===== src/rtl/rv32i_types.sv =====
// rv32i_types: RV32I-wide shared types.
//   rvfi_word - retirement/formal-interface record carried alongside each instruction.
package rv32i_types;

    typedef struct packed {
        logic        valid;
        logic [63:0] order;
        logic [31:0] inst;
        logic [31:0] pc_rdata;
        logic [31:0] pc_wdata;
    } rvfi_word;

endpackage


===== src/rtl/tomasula_types.sv =====
// tomasula_types: types shared by the out-of-order back end.
//   ctl_word         - decoded control word produced by decode
//   iq_entry_t       - one instruction-queue slot (control word + rvfi word)
//   IQ_DEPTH_DEFAULT - default instruction-queue depth
package tomasula_types;
    import rv32i_types::*;

    localparam int unsigned IQ_DEPTH_DEFAULT = 8;

    typedef struct packed {
        logic [31:0] og_pc;
        logic [6:0]  opcode;
        logic [4:0]  rd;
        logic [4:0]  rs1;
        logic [4:0]  rs2;
        logic [31:0] imm;
    } ctl_word;

    typedef struct packed {
        ctl_word  cw;
        rvfi_word rvfi;
    } iq_entry_t;

endpackage


===== src/rtl/IQ_2_IR.sv =====
// IQ_2_IR: decode/fetch -> instruction queue push interface.
//   ld_iq        - push request (held until acknowledged)
//   control_word - decoded control word
//   rvfi         - rvfi word for the same instruction
// IQ_SIG is the queue (responder) view, IR_SIG the producer view.
interface IQ_2_IR;
    import tomasula_types::*;
    import rv32i_types::*;

    logic     ld_iq;
    ctl_word  control_word;
    rvfi_word rvfi;

    modport IQ_SIG (input ld_iq, input control_word, input rvfi);
    modport IR_SIG (output ld_iq, output control_word, output rvfi);
endinterface


===== src/rtl/iq_storage.sv =====
// iq_storage: DEPTH-entry register array for the instruction queue.
//   clk            - clock
//   wen/waddr/wdata - single write port, written on posedge clk
//   raddr/rdata    - asynchronous read port
// No reset: contents are only meaningful between head and tail.
// Macro IQ_RVFI_EN: when defined the rvfi word is stored too; otherwise
// rdata.rvfi reads as zero and no rvfi flops exist.
module iq_storage
    import tomasula_types::*;
#(
    parameter int unsigned DEPTH = IQ_DEPTH_DEFAULT,
    parameter int unsigned PTR_W = $clog2(DEPTH)
) (
    input  logic             clk,
    input  logic             wen,
    input  logic [PTR_W-1:0] waddr,
    input  iq_entry_t        wdata,
    input  logic [PTR_W-1:0] raddr,
    output iq_entry_t        rdata
);

    ctl_word cw_q [DEPTH];

    always_ff @(posedge clk) begin
        if (wen) begin
            cw_q[waddr] <= wdata.cw;
        end
    end

`ifdef IQ_RVFI_EN
    rv32i_types::rvfi_word rvfi_q [DEPTH];

    always_ff @(posedge clk) begin
        if (wen) begin
            rvfi_q[waddr] <= wdata.rvfi;
        end
    end

    always_comb begin
        rdata.cw   = cw_q[raddr];
        rdata.rvfi = rvfi_q[raddr];
    end
`else
    // rvfi input is intentionally dropped in this build.
    logic unused_rvfi;
    assign unused_rvfi = ^wdata.rvfi;

    always_comb begin
        rdata.cw   = cw_q[raddr];
        rdata.rvfi = '0;
    end
`endif

endmodule


===== src/rtl/instr_queue.sv =====
// instr_queue: in-order circular instruction queue between decode and dispatch.
//   clk, rst          - clock, synchronous active-high reset
//   iq_ir_itf         - push side (ld_iq, control_word, rvfi)
//   iq_ack            - push accepted this cycle (combinational)
//   flush_ip          - flush: drop everything, block push/pop
//   deq_ready         - dispatch takes the head this cycle
//   deq_valid         - head entry valid
//   deq_control_word  - head control word
//   deq_rvfi          - head rvfi word ('0 unless IQ_RVFI_EN is defined)
//   count/full/empty  - occupancy status
// Priority: rst > flush_ip > (enqueue, dequeue). No bypass: a pushed entry
// is visible at the head one cycle later.
module instr_queue
    import tomasula_types::*;
    import rv32i_types::*;
#(
    parameter  int unsigned DEPTH = IQ_DEPTH_DEFAULT,
    localparam int unsigned PTR_W = $clog2(DEPTH)
) (
    input  logic           clk,
    input  logic           rst,
    IQ_2_IR.IQ_SIG         iq_ir_itf,
    output logic           iq_ack,
    input  logic           flush_ip,
    input  logic           deq_ready,
    output logic           deq_valid,
    output ctl_word        deq_control_word,
    output rvfi_word       deq_rvfi,
    output logic [PTR_W:0] count,
    output logic           full,
    output logic           empty
);

    localparam logic [PTR_W:0] FullCount = (PTR_W + 1)'(DEPTH);

    logic [PTR_W-1:0] head_q, head_d;
    logic [PTR_W-1:0] tail_q, tail_d;
    logic [PTR_W:0]   count_q, count_d;
    logic             deq_fire;
    iq_entry_t        wr_entry;
    iq_entry_t        rd_entry;

    always_comb begin
        full      = ~rst & (count_q == FullCount);
        empty     = rst | (count_q == '0);
        // Full blocks push regardless of deq_ready so the ack never depends on dispatch.
        iq_ack    = iq_ir_itf.ld_iq & ~full & ~flush_ip & ~rst;
        deq_valid = ~empty;
        deq_fire  = deq_valid & deq_ready & ~flush_ip;

        head_d  = head_q;
        tail_d  = tail_q;
        count_d = count_q;
        if (flush_ip) begin
            head_d  = '0;
            tail_d  = '0;
            count_d = '0;
        end else begin
            if (iq_ack) begin
                tail_d = tail_q + 1'b1;
            end
            if (deq_fire) begin
                head_d = head_q + 1'b1;
            end
            case ({iq_ack, deq_fire})
                2'b10:   count_d = count_q + 1'b1;
                2'b01:   count_d = count_q - 1'b1;
                default: count_d = count_q;
            endcase
        end
    end

    always_ff @(posedge clk) begin
        if (rst) begin
            head_q  <= '0;
            tail_q  <= '0;
            count_q <= '0;
        end else begin
            head_q  <= head_d;
            tail_q  <= tail_d;
            count_q <= count_d;
        end
    end

    always_comb begin
        wr_entry.cw   = iq_ir_itf.control_word;
        wr_entry.rvfi = iq_ir_itf.rvfi;
    end

    iq_storage #(
        .DEPTH (DEPTH),
        .PTR_W (PTR_W)
    ) u_storage (
        .clk   (clk),
        .wen   (iq_ack),
        .waddr (tail_q),
        .wdata (wr_entry),
        .raddr (head_q),
        .rdata (rd_entry)
    );

    assign deq_control_word = rd_entry.cw;
    assign deq_rvfi         = rd_entry.rvfi;
    assign count            = count_q;

endmodule


===== src/flat_wrapper.sv =====
// flat-port wrapper written by rule: the top's interface ports become plain ports
module instr_queue_flat import tomasula_types::*; import rv32i_types::*;
#(
    parameter  int unsigned DEPTH = IQ_DEPTH_DEFAULT,
    localparam int unsigned PTR_W = $clog2(DEPTH)
)
  (clk, rst, iq_ack, flush_ip, deq_ready, deq_valid, deq_control_word, deq_rvfi, count, full, empty, iq_ir_itf_ld_iq, iq_ir_itf_control_word, iq_ir_itf_rvfi);
  IQ_2_IR iq_ir_itf_i ();
  input  logic clk;
  input  logic rst;
  output logic iq_ack;
  input  logic flush_ip;
  input  logic deq_ready;
  output logic deq_valid;
  output ctl_word deq_control_word;
  output rvfi_word deq_rvfi;
  output logic [PTR_W:0] count;
  output logic full;
  output logic empty;
  input wire logic [$bits(iq_ir_itf_i.ld_iq)-1:0] iq_ir_itf_ld_iq;
  input wire logic [$bits(iq_ir_itf_i.control_word)-1:0] iq_ir_itf_control_word;
  input wire logic [$bits(iq_ir_itf_i.rvfi)-1:0] iq_ir_itf_rvfi;
  assign iq_ir_itf_i.ld_iq = iq_ir_itf_ld_iq;
  assign iq_ir_itf_i.control_word = iq_ir_itf_control_word;
  assign iq_ir_itf_i.rvfi = iq_ir_itf_rvfi;
  instr_queue #(.DEPTH(DEPTH)) u_core (.clk(clk), .rst(rst), .iq_ir_itf(iq_ir_itf_i), .iq_ack(iq_ack), .flush_ip(flush_ip), .deq_ready(deq_ready), .deq_valid(deq_valid), .deq_control_word(deq_control_word), .deq_rvfi(deq_rvfi), .count(count), .full(full), .empty(empty));
endmodule

===== config.mk =====
export PLATFORM = sky130hd
export DESIGN_NAME = instr_queue_flat
export DESIGN_NICKNAME = d
export VERILOG_FILES = /design/src/rtl/rv32i_types.sv /design/src/rtl/tomasula_types.sv /design/src/rtl/IQ_2_IR.sv /design/src/rtl/iq_storage.sv /design/src/rtl/instr_queue.sv /design/src/flat_wrapper.sv
export SDC_FILE = /design/constraint.sdc
export NUM_CORES = 1
export LEC_CHECK = 0
export ABC_AREA = 1
export ABC_CLOCK_PERIOD_IN_PS = 5500
export BUFFER_PORTS_ARGS = -buffer_cell sky130_fd_sc_hd__buf_2
export CAP_MARGIN = 20
export CORE_MARGIN = 4
export CORE_UTILIZATION = 45
export CTS_BUF_LIST = sky130_fd_sc_hd__clkbuf_4 sky130_fd_sc_hd__clkbuf_8
export DETAILED_ROUTE_END_ITERATION = 7
export GPL_TIMING_DRIVEN = 0
export PLACE_DENSITY = 0.75
export SLEW_MARGIN = 10
export SYNTH_ARGS = -nofsm -noshare
export SYNTH_HDL_FRONTEND = slang
export SYNTH_SLANG_ARGS = --single-unit

===== constraint.sdc =====
create_clock -name clk -period 5.5 [get_ports clk]
set_input_delay 0.825 -clock clk [delete_from_list [all_inputs] [get_ports clk]]
set_output_delay 0.825 -clock clk [all_outputs]
set_load 0.05 [all_outputs]

==> results.json, run 1 <==
{
  "worst_pin_slew_ns": 0.871,
  "pwr_density_cell_nw_per_um2": 319,
  "grt_overflow": 0,
  "ir_worst_vdd_mv": 0.181,
  "period_share_pct": 74.5,
  "gp_congestion": 0.790,
  "cp.required_ns": 4.68,
  "clk_pin_slew_ns": 0.06,
  "yosysMostFrequentCell": "edfxtp_1",
  "cts_tree": "done",
  "post_cts_buffers": 0,
  "rows": 92,
  "wl_per_cell_um": 20.8,
  "dieArea_um2": 67700,
  "netlist_instances": 2204,
  "fin_skew_ns": 0.0185,
  "cts-resized-gates": 0,
  "period_needed_ns": 4.10,
  "synth_cell_types": 25,
  "clockBufferDepth": 3,
  "report.final.slew_viol_count": 0,
  "cts_hold_buf": 0,
  "cp-start-kind": "register",
  "synth_edf_count": 688,
  "grt_max_degree": 27,
  "ys_warn_count": 0,
  "maxSlewHeadroom_pct": 41.8,
  "vias": 19300,
  "grt_pass1_wl_um": 110000,
  "async_reset_ff_share_pct": 0,
  "maxCapViolCount": 0,
  "hold_viol": 0,
  "io_buffers": 184,
  "grt_antenna_before_repair": 22,
  "place_ws_ns": 2.07,
  "start_util_pct": 45.4,
  "die_width_um": 260,
  "fin_area_um2": 34000,
  "globalRouteTotalUtil_pct": 21.3,
  "ys.flop_type": "edfxtp_1",
  "nets": 2945,
  "fp.dieH_um": 260,
  "clock-sinks": 701,
  "synth.avg_cell_area_um2": 13.0,
  "syn_area_um2": 28600,
  "synth_common_cells": "edfxtp_1, o21ai_0, nand2_1, nor2_1, o22ai_1",
  "cp_max_fo": 10,
  "fmax_mhz": 244,
  "ys_ff_latch": 701,
  "area_growth_pct": 18.8,
  "p_leak_uw": 0.0126,
  "first_global_vias": 18600,
  "core_area_um2": 63100,
  "drive_gt1_share_pct": 25.2,
  "seq_area_frac_synth_pct": 73.0,
  "crit_arrival_ns": 3.27,
  "worst_slack_ns": 1.40,
  "final_antenna_net_count": 0,
  "wl_um": 75300,
  "dp_hpwl_um": 48800,
  "cts_htree_levels": 3,
  "remaining_drc_errors": 0,
  "root_buffer": "clkbuf_8",
  "num_io_pins": 507,
  "synth.top_cells.by_area": "edfxtp_1, o21ai_0, buf_4",
  "clock_latency_ns": 0.70,
  "hold_path.class": "in -> reg",
  "synth_top_cell_by_area": "edfxtp_1",
  "first_iter_violations": 2057,
  "worst_setup_path_end_kind": "output port",
  "dpl_cell_area_um2": 31900,
  "setup_viol": 0,
  "critical_path_class": "reg -> out",
  "status": "finished clean",
  "dr.pass1.iters": 6,
  "cts-buffers-inserted": 108,
  "grt_setup_unrepaired": "false",
  "synth.top_cell.area_share_pct": 72.1,
  "via_per_inst": 5.34
}
-- kinds of logic (layout without fill, tap and decap cells) --
kind of cell,count (synthesis),after routing,share of synthesized area [%]
flops,701,701,73.0
simple gates,649,649,9.34
compound gates,531,531,10.0
buf+inv,315,716,7.26
fa+ha+maj,6,6,0.288
other cells,1,166,0.0131
xor+xnor,1,1,0.0306
-- area by class of cell --
class	instances	area [µm²]
Sequential cell	701	20900
Clock inverter	25	138
Tap cell	846	1060
Timing Repair Buffer	213	1550
Buffer	293	1990
Multi-Input combinational cell	1348	6300
Antenna cell	5	12.5
Clock buffer	163	1960
Inverter	22	85.1
Fill cell	5142	29100
-- layer usage --
layer	GRT usage (%)	routed length, µm
met5	0	190
met4	7.26	1900
met1	26.9	27800
met3	6.11	8810
met2	35.6	36600
-- flip-flops by register name, summed over array words and instances (netlist names), named ones only --
signal                 cells
u_core.count               4
u_core.head_q              3
u_core.tail_q              3
u_core.u_storage.cw_q    688
-- critical path: stages, from the launching register on --
cell,delay (ns)
dfxtp_1,0.30
clkbuf_1,0.27
inv_2,0.29
clkbuf_1,0.63
clkbuf_1,0.52
nand2_1,0.12
nand2_1,0.15
buf_2,0.30
-- metrics by stage --
stage / utilization (%) / hold slack, ns / total power, µW / setup TNS [ns] / instances
final: 53.9 / 0.406 / 10900 / 0 / 3616
after global routing: 53.9 / 0.383 / 11200 / 0 / 3613
after CTS: 53.9 / 0.349 / 10900 / 0 / 3611
after detailed placement: 50.6 / 0.500 / 6750 / 0 / 3423
after global placement: 49.5 / 0.475 / 6740 / -2089.91 / 3394
after floorplan: - / 0.466 / 6560 / -240.61 / 2364
-- power by group --
part           total, µW  switching [µW]  internal [µW]
sequential          5890            6.37           5890
combinational        757             577            179
clock               4210            1910           2300
-- cell usage in the layout, fill, tap and decap left out, drive strengths merged, types with 2 or more instances in the layout --
| cell type | count |
|---|---|
| inv | 22 |
| nand3 | 6 |
| nor2 | 362 |
| buf | 420 |
| o22ai | 172 |
| conb | 161 |
| nand2 | 280 |
| edfxtp | 688 |
| clkbuf | 249 |
| clkinv | 22 |
| dfxtp | 13 |
| diode | 5 |
| o21ai | 351 |
| clkinvlp | 2 |
| ha | 5 |
| a21oi | 8 |
-- final timing paths --
check / from / end / slack, ns / cells after the start
max reg2reg: u_core.count[1] / u_core.u_storage.cw_q[2][65] / 2.75 / 8
min reg2reg: u_core.tail_q[0] / u_core.tail_q[0] / 0.50 / 2
min: iq_ir_itf_control_word[66] / u_core.u_storage.cw_q[1][66] / 0.41 / 1
max: register / deq_control_word[81] / 1.40 / 7
Power figures use the tool's default switching activity.
==> inputs of run 2 (changes only) <==
--- a/config.mk
+++ b/config.mk
@@ -6,7 +6,7 @@
 export NUM_CORES = 1
 export LEC_CHECK = 0
 export ABC_AREA = 1
-export ABC_CLOCK_PERIOD_IN_PS = 5500
+export ABC_CLOCK_PERIOD_IN_PS = 4000
 export BUFFER_PORTS_ARGS = -buffer_cell sky130_fd_sc_hd__buf_2
 export CAP_MARGIN = 20
 export CORE_MARGIN = 4
@@ -14,7 +14,7 @@
 export CTS_BUF_LIST = sky130_fd_sc_hd__clkbuf_4 sky130_fd_sc_hd__clkbuf_8
 export DETAILED_ROUTE_END_ITERATION = 7
 export GPL_TIMING_DRIVEN = 0
-export PLACE_DENSITY = 0.75
+export PLACE_DENSITY = 0.72
 export SLEW_MARGIN = 10
 export SYNTH_ARGS = -nofsm -noshare
 export SYNTH_HDL_FRONTEND = slang
==> constraint.sdc (replaced) <==
create_clock -name clk -period 4 [get_ports clk]
set_input_delay 0.6 -clock clk [delete_from_list [all_inputs] [get_ports clk]]
set_output_delay 0.6 -clock clk [all_outputs]
set_load 0.05 [all_outputs]
==> run 2 against run 1 <==
  * Utilization up 0.057 points
  * Design area rose by 0.11%
  * Clock power increased by 41%
  * Register-to-register slack got worse by 1.6 ns
  * Hold slack worse by 0.26 ns
  * Die area unchanged
  * Combinational power rose by 37%
  * Via count down 1.4%
  * Highest routed layer unchanged
  * Non-clock buffer count down 2
  * Critical path type unchanged
==> results.json, run 2 (synthesized netlist as in run 1, its figures left out) <==
{
  "hold_viol": 0,
  "crit_arrival_ns": 3.24,
  "ir_worst_vdd_mv": 0.249,
  "dieArea_um2": 67700,
  "wl_um": 75400,
  "dp_hpwl_um": 49100,
  "clkPwrFrac_pct": 39.3,
  "status": "finished clean",
  "crit_family": "buffers and inverters",
  "clock_latency_ns": 0.73,
  "regMostFlops": "u_core.u_storage.cw_q",
  "final_common_cell": "edfxtp_1",
  "first_global_vias": 18800,
  "gp_congestion": 0.778,
  "grt-busiest-layer": "met2",
  "cts_htree_levels": 3,
  "power.share.sequential_pct": 53.7,
  "cts-resized-gates": 0,
  "fin_skew_ns": 0.0285,
  "fp.dieH_um": 260,
  "rows": 92,
  "root_buffer": "clkbuf_8",
  "setup_viol": 0,
  "p_leak_uw": 0.0126,
  "max_stage_delay_ns": 0.48,
  "cts-buffers-inserted": 107,
  "grt_antenna_before_repair": 20,
  "clock-sinks": 701,
  "num_io_pins": 507,
  "vias": 19100,
  "critical_path_class": "reg -> out",
  "grt_setup_unrepaired": "false",
  "die_width_um": 260,
  "clockBufferDepth": 3,
  "grt_max_degree": 27,
  "largest_reg_flops": 688,
  "cts_tree": "done",
  "globalRouteTotalUtil_pct": 21.4,
  "cts_hold_buf": 0,
  "via_per_inst": 5.25,
  "use_met1_pct": 26.9,
  "io_buffers": 184,
  "maxSlewHeadroom_pct": 40.8,
  "swShare_pct": 23.6,
  "first_iter_violations": 1722,
  "wl_per_cell_um": 20.8,
  "dr.pass1.iters": 6,
  "final_antenna_net_count": 0,
  "use_met2_pct": 36.1,
  "period_share_pct": 95.9,
  "core_area_um2": 63100,
  "internal_power_uw": 11500,
  "fmax_mhz": 261,
  "drive_gt1_share_pct": 25.0,
  "hold_slack_ns": 0.143,
  "maxCapViolCount": 0,
  "cpMaxStageDelayCell": "buf_2",
  "clk_pin_slew_ns": 0.07,
  "grt_overflow": 0,
  "report.final.slew_viol_count": 0,
  "p_comb_share_pct": 6.9,
  "grt_pass1_wl_um": 111000,
  "worst_pin_slew_ns": 0.886,
  "hold_path.class": "in -> reg",
  "met3_usage_pct": 5.64,
  "remaining_drc_errors": 0,
  "start_util_pct": 45.4,
  "worst_setup_path_end_kind": "output port",
  "crit_chain": "inv_2 > buf_2 > clkbuf_1 > o21ai_0 > o22ai_1 > nand2_1 > nand2_1 > buf_2",
  "layout_common_cells": "edfxtp_1, o21ai_0, nand2_1",
  "cp.required_ns": 3.40,
  "area_growth_pct": 18.9,
  "cp_max_fo": 10,
  "pwr_density_cell_nw_per_um2": 443,
  "fin_setup_tns_ns": 0,
  "p_sw_uw": 3560,
  "post_cts_buffers": 0,
  "final_core_util_pct": 54.0,
  "cp-start-kind": "register",
  "cp_num_buf_inv": 4,
  "period_needed_ns": 3.84,
  "nets": 2942
}
-- run 2: cell type report --
| cell class | instances | area [µm²] |
|---|---|---|
| Clock buffer | 149 | 1840 |
| Clock inverter | 48 | 322 |
| Sequential cell | 701 | 20900 |
| Antenna cell | 11 | 27.5 |
| Multi-Input combinational cell | 1348 | 6300 |
| Fill cell | 5242 | 29000 |
| Tap cell | 846 | 1060 |
| Timing Repair Buffer | 212 | 1520 |
| Inverter | 22 | 85.1 |
| Buffer | 292 | 1990 |
-- run 2: through the flow --
step                worst slack [ns]  power (µW)  instance area, µm²  instances
finish                         0.164       15100               34100       3629
global route                 0.00906       15600               34000       3622
CTS                            0.122       15100               34000       3618
detailed placement             0.690        9290               31900       3422
global placement               -2.12        9260               31200       3394
floorplan                     -0.390        9030               29300       2364
-- run 2: worst register-to-register path, delay by kind of cell (launching register included) --
| family | cells | cell delay [ns] |
|---|---|---|
| buffers and inverters | 3 | 0.67 |
| flip-flops | 1 | 0.41 |
| AND/OR/NAND/NOR | 5 | 1.40 |
-- run 2: final timing paths --
check	from	end	slack (ns)	depth (start not counted)
min	iq_ir_itf_control_word[84]	u_core.u_storage.cw_q[1][84]	0.14	1
min reg2reg	u_core.count[3]	u_core.count[3]	0.52	2
max	register	deq_control_word[44]	0.16	8
max reg2reg	u_core.count[1]	u_core.u_storage.cw_q[4][59]	1.20	8
-- run 2: layer usage --
layer	share of wire [%]	vias to the layer above
met5	0.18	-
met3	11	143
met4	2.7	20
met2	49	995
met1	37	9247
li1	-	8650
-- run 2: power groups by stage --
stage	combinational [µW]	sequential [µW]	clock, µW
2_1_floorplan	761	8260	0
3_3_place_gp	1000	8260	0
3_5_place_dp	1030	8260	0
4_1_cts	1030	8100	6000
5_1_grt	1100	8100	6350
6_report	1040	8100	5930
==> inputs of run 3 (changes only) <==
--- a/config.mk
+++ b/config.mk
@@ -9,13 +9,15 @@
 export ABC_CLOCK_PERIOD_IN_PS = 4000
 export BUFFER_PORTS_ARGS = -buffer_cell sky130_fd_sc_hd__buf_2
 export CAP_MARGIN = 20
+export CELL_PAD_IN_SITES_DETAIL_PLACEMENT = 1
+export CELL_PAD_IN_SITES_GLOBAL_PLACEMENT = 1
 export CORE_MARGIN = 4
-export CORE_UTILIZATION = 45
+export CORE_UTILIZATION = 43
 export CTS_BUF_LIST = sky130_fd_sc_hd__clkbuf_4 sky130_fd_sc_hd__clkbuf_8
 export DETAILED_ROUTE_END_ITERATION = 7
 export GPL_TIMING_DRIVEN = 0
-export PLACE_DENSITY = 0.72
-export SLEW_MARGIN = 10
+export PLACE_DENSITY = 0.82
+export SLEW_MARGIN = 40
 export SYNTH_ARGS = -nofsm -noshare
 export SYNTH_HDL_FRONTEND = slang
 export SYNTH_SLANG_ARGS = --single-unit
==> run 3 against run 2 <==
  * First-iteration DRC count decreased by 1.9%
  * Maximum frequency is 2.2% lower
  * Combinational power about the same
  * Cell count up 1.5%
  * Largest power group unchanged
  * Clock skew grew 0.014 ns
  * Register-to-register slack got worse by 0.04 ns
  * Count of clock-buffer cells in the layout is 3 lower
  * Utilization fell by 1.5 points
  * Worst setup slack lost 0.087 ns
==> results.json, run 3 (synthesized netlist as in run 1, its figures left out) <==
{
  "status": "finished clean",
  "grt_setup_unrepaired": "false",
  "crit_family": "buffers and inverters",
  "fmax_mhz": 255,
  "grt_pass1_wl_um": 131000,
  "dpl_cell_area_um2": 32300,
  "final_antenna_net_count": 0,
  "rows": 94,
  "report.final.slew_viol_count": 0,
  "worst_setup_path_end_kind": "output port",
  "worst_slack_ns": 0.0776,
  "regMostFlops": "u_core.u_storage.cw_q",
  "layoutNonFillerInstCount": 3682,
  "cts-buffers-inserted": 114,
  "ir_worst_vdd_mv": 0.251,
  "p_comb_share_pct": 6.9,
  "cp_num_buf_inv": 4,
  "hold_viol": 0,
  "fin_area_um2": 34600,
  "cp-start-kind": "register",
  "vias": 20000,
  "first_global_vias": 21500,
  "wl_per_cell_um": 24.1,
  "maxCapViolCount": 0,
  "nets": 2972,
  "first_iter_violations": 1690,
  "dp_hpwl_um": 60100,
  "internal_power_uw": 11700,
  "cpMaxStageDelayCell": "clkbuf_1",
  "fp.dieH_um": 266,
  "clock-sinks": 701,
  "crit_chain": "inv_2 > buf_2 > clkbuf_1 > o21ai_0 > o22ai_1 > nand2_1 > nand2_1 > buf_2",
  "die_width_um": 266,
  "layout_common_cells": "edfxtp_1, o21ai_0, nand2_1",
  "cts_hold_buf": 0,
  "fin_skew_ns": 0.0426,
  "worst_pin_slew_ns": 0.863,
  "grt_max_degree": 18,
  "num_io_pins": 507,
  "start_util_pct": 43.5,
  "clock_latency_ns": 0.74,
  "root_buffer": "clkbuf_8",
  "period_needed_ns": 3.92,
  "cp_max_fo": 10,
  "clockBufferDepth": 3,
  "maxSlewHeadroom_pct": 42.5,
  "setup_viol": 0,
  "via_per_inst": 5.43,
  "pwr_density_cell_nw_per_um2": 446,
  "grt_antenna_before_repair": 18,
  "critical_path_class": "reg -> out",
  "cts_tree": "done",
  "clk_pin_slew_ns": 0.06,
  "crit_arrival_ns": 3.32,
  "p_leak_uw": 0.0129,
  "area_growth_pct": 20.8,
  "swShare_pct": 24.1,
  "period_share_pct": 98.1,
  "dr.pass1.iters": 5,
  "wl_um": 88600,
  "grt_overflow": 0,
  "largest_reg_flops": 688,
  "remaining_drc_errors": 0,
  "cp.required_ns": 3.40,
  "dieArea_um2": 70800,
  "p_sw_uw": 3720,
  "power.share.sequential_pct": 52.5,
  "cts_htree_levels": 3,
  "io_buffers": 184,
  "drive_gt1_share_pct": 25.9,
  "final_common_cell": "edfxtp_1",
  "clkPwrFrac_pct": 40.6,
  "place_ws_ns": 0.736,
  "gp_congestion": 0.775,
  "dp_cells": 3463,
  "core_area_um2": 65900,
  "globalRouteTotalUtil_pct": 24.4,
  "max_stage_delay_ns": 0.50,
  "hold_path.class": "in -> reg"
}
[run 3: cell count changes in the layout (fill, tap and decap cells not counted), sizes merged, moves of 2 or more]
cell      before  now
bufinv         3    6
buf          419  442
clkinvlp       3    5
clkbuf       234  231
diode         11    9
clkinv        38   51
[run 3: per-stage QoR]
stage | total power, µW | utilization (%) | setup TNS (ns) | hold slack [ns]
2_1_floorplan | 9030 | - | -260.72 | 0.466
3_3_place_gp | 9260 | 47.5 | -1577.80 | 0.476
3_5_place_dp | 9310 | 49.0 | 0 | 0.506
4_1_cts | 15500 | 52.5 | 0 | 0.0782
5_1_grt | 16000 | 52.5 | 0 | 0.120
6_report | 15400 | 52.5 | 0 | 0.138
[run 3: cell type report]
class / count / area [µm²]
Inverter: 22 / 85.1
Timing Repair Buffer: 235 / 1910
Clock inverter: 65 / 464
Multi-Input combinational cell: 1348 / 6300
Sequential cell: 701 / 20900
Antenna cell: 9 / 22.5
Clock buffer: 146 / 1820
Tap cell: 864 / 1080
Fill cell: 6871 / 31300
Buffer: 292 / 1990
[run 3: routing by layer]
layer / global-route usage (%) / wire, µm / part of all wire (%) / up-vias
li1: - / - / - / 8719
met1: 29.6 / 32900 / 37 / 10100
met2: 43.4 / 46000 / 52 / 959
met3: 5.24 / 7430 / 8.4 / 170
met4: 8.46 / 2280 / 2.6 / 18
met5: 0 / 120 / 0.14 / -
[run 3: timing repair]
item,CTS,global route
endpoints found under the hold margin,0,0
endpoints found under the setup margin,4,0
resized for setup,0,0
setup buffers,0,0
[run 3: power groups by stage]
stage / Sequential, µW / Clock [µW] / Combinational [µW]
after global routing: 8100 / 6730 / 1120
after floorplan: 8260 / 0 / 761
after detailed placement: 8260 / 0 / 1050
final: 8100 / 6270 / 1070
after CTS: 8100 / 6360 / 1050
after global placement: 8260 / 0 / 1000
[run 3: final timing paths]
path / slack [ns] / to / cells past startpoint / startpoint
worst min-delay path: 0.14 / u_core.u_storage.cw_q[7][27] / 1 / iq_ir_itf_control_word[27]
worst min register to register: 0.51 / u_core.head_q[0] / 2 / u_core.head_q[0]
worst max register to register: 1.16 / u_core.u_storage.cw_q[6][58] / 9 / u_core.count[1]
worst max-delay path: 0.08 / deq_control_word[22] / 8 / register
[run 3: worst register-to-register path, stage by stage (launching register included)]
cell	delay (ns)
dfxtp_1	0.40
nor2_1	0.09
nand3_1	0.13
nand3_1	0.17
inv_1	0.16
nand2_1	0.28
nor2_4	0.52
buf_8	0.28
buf_8	0.24
buf_8	0.22
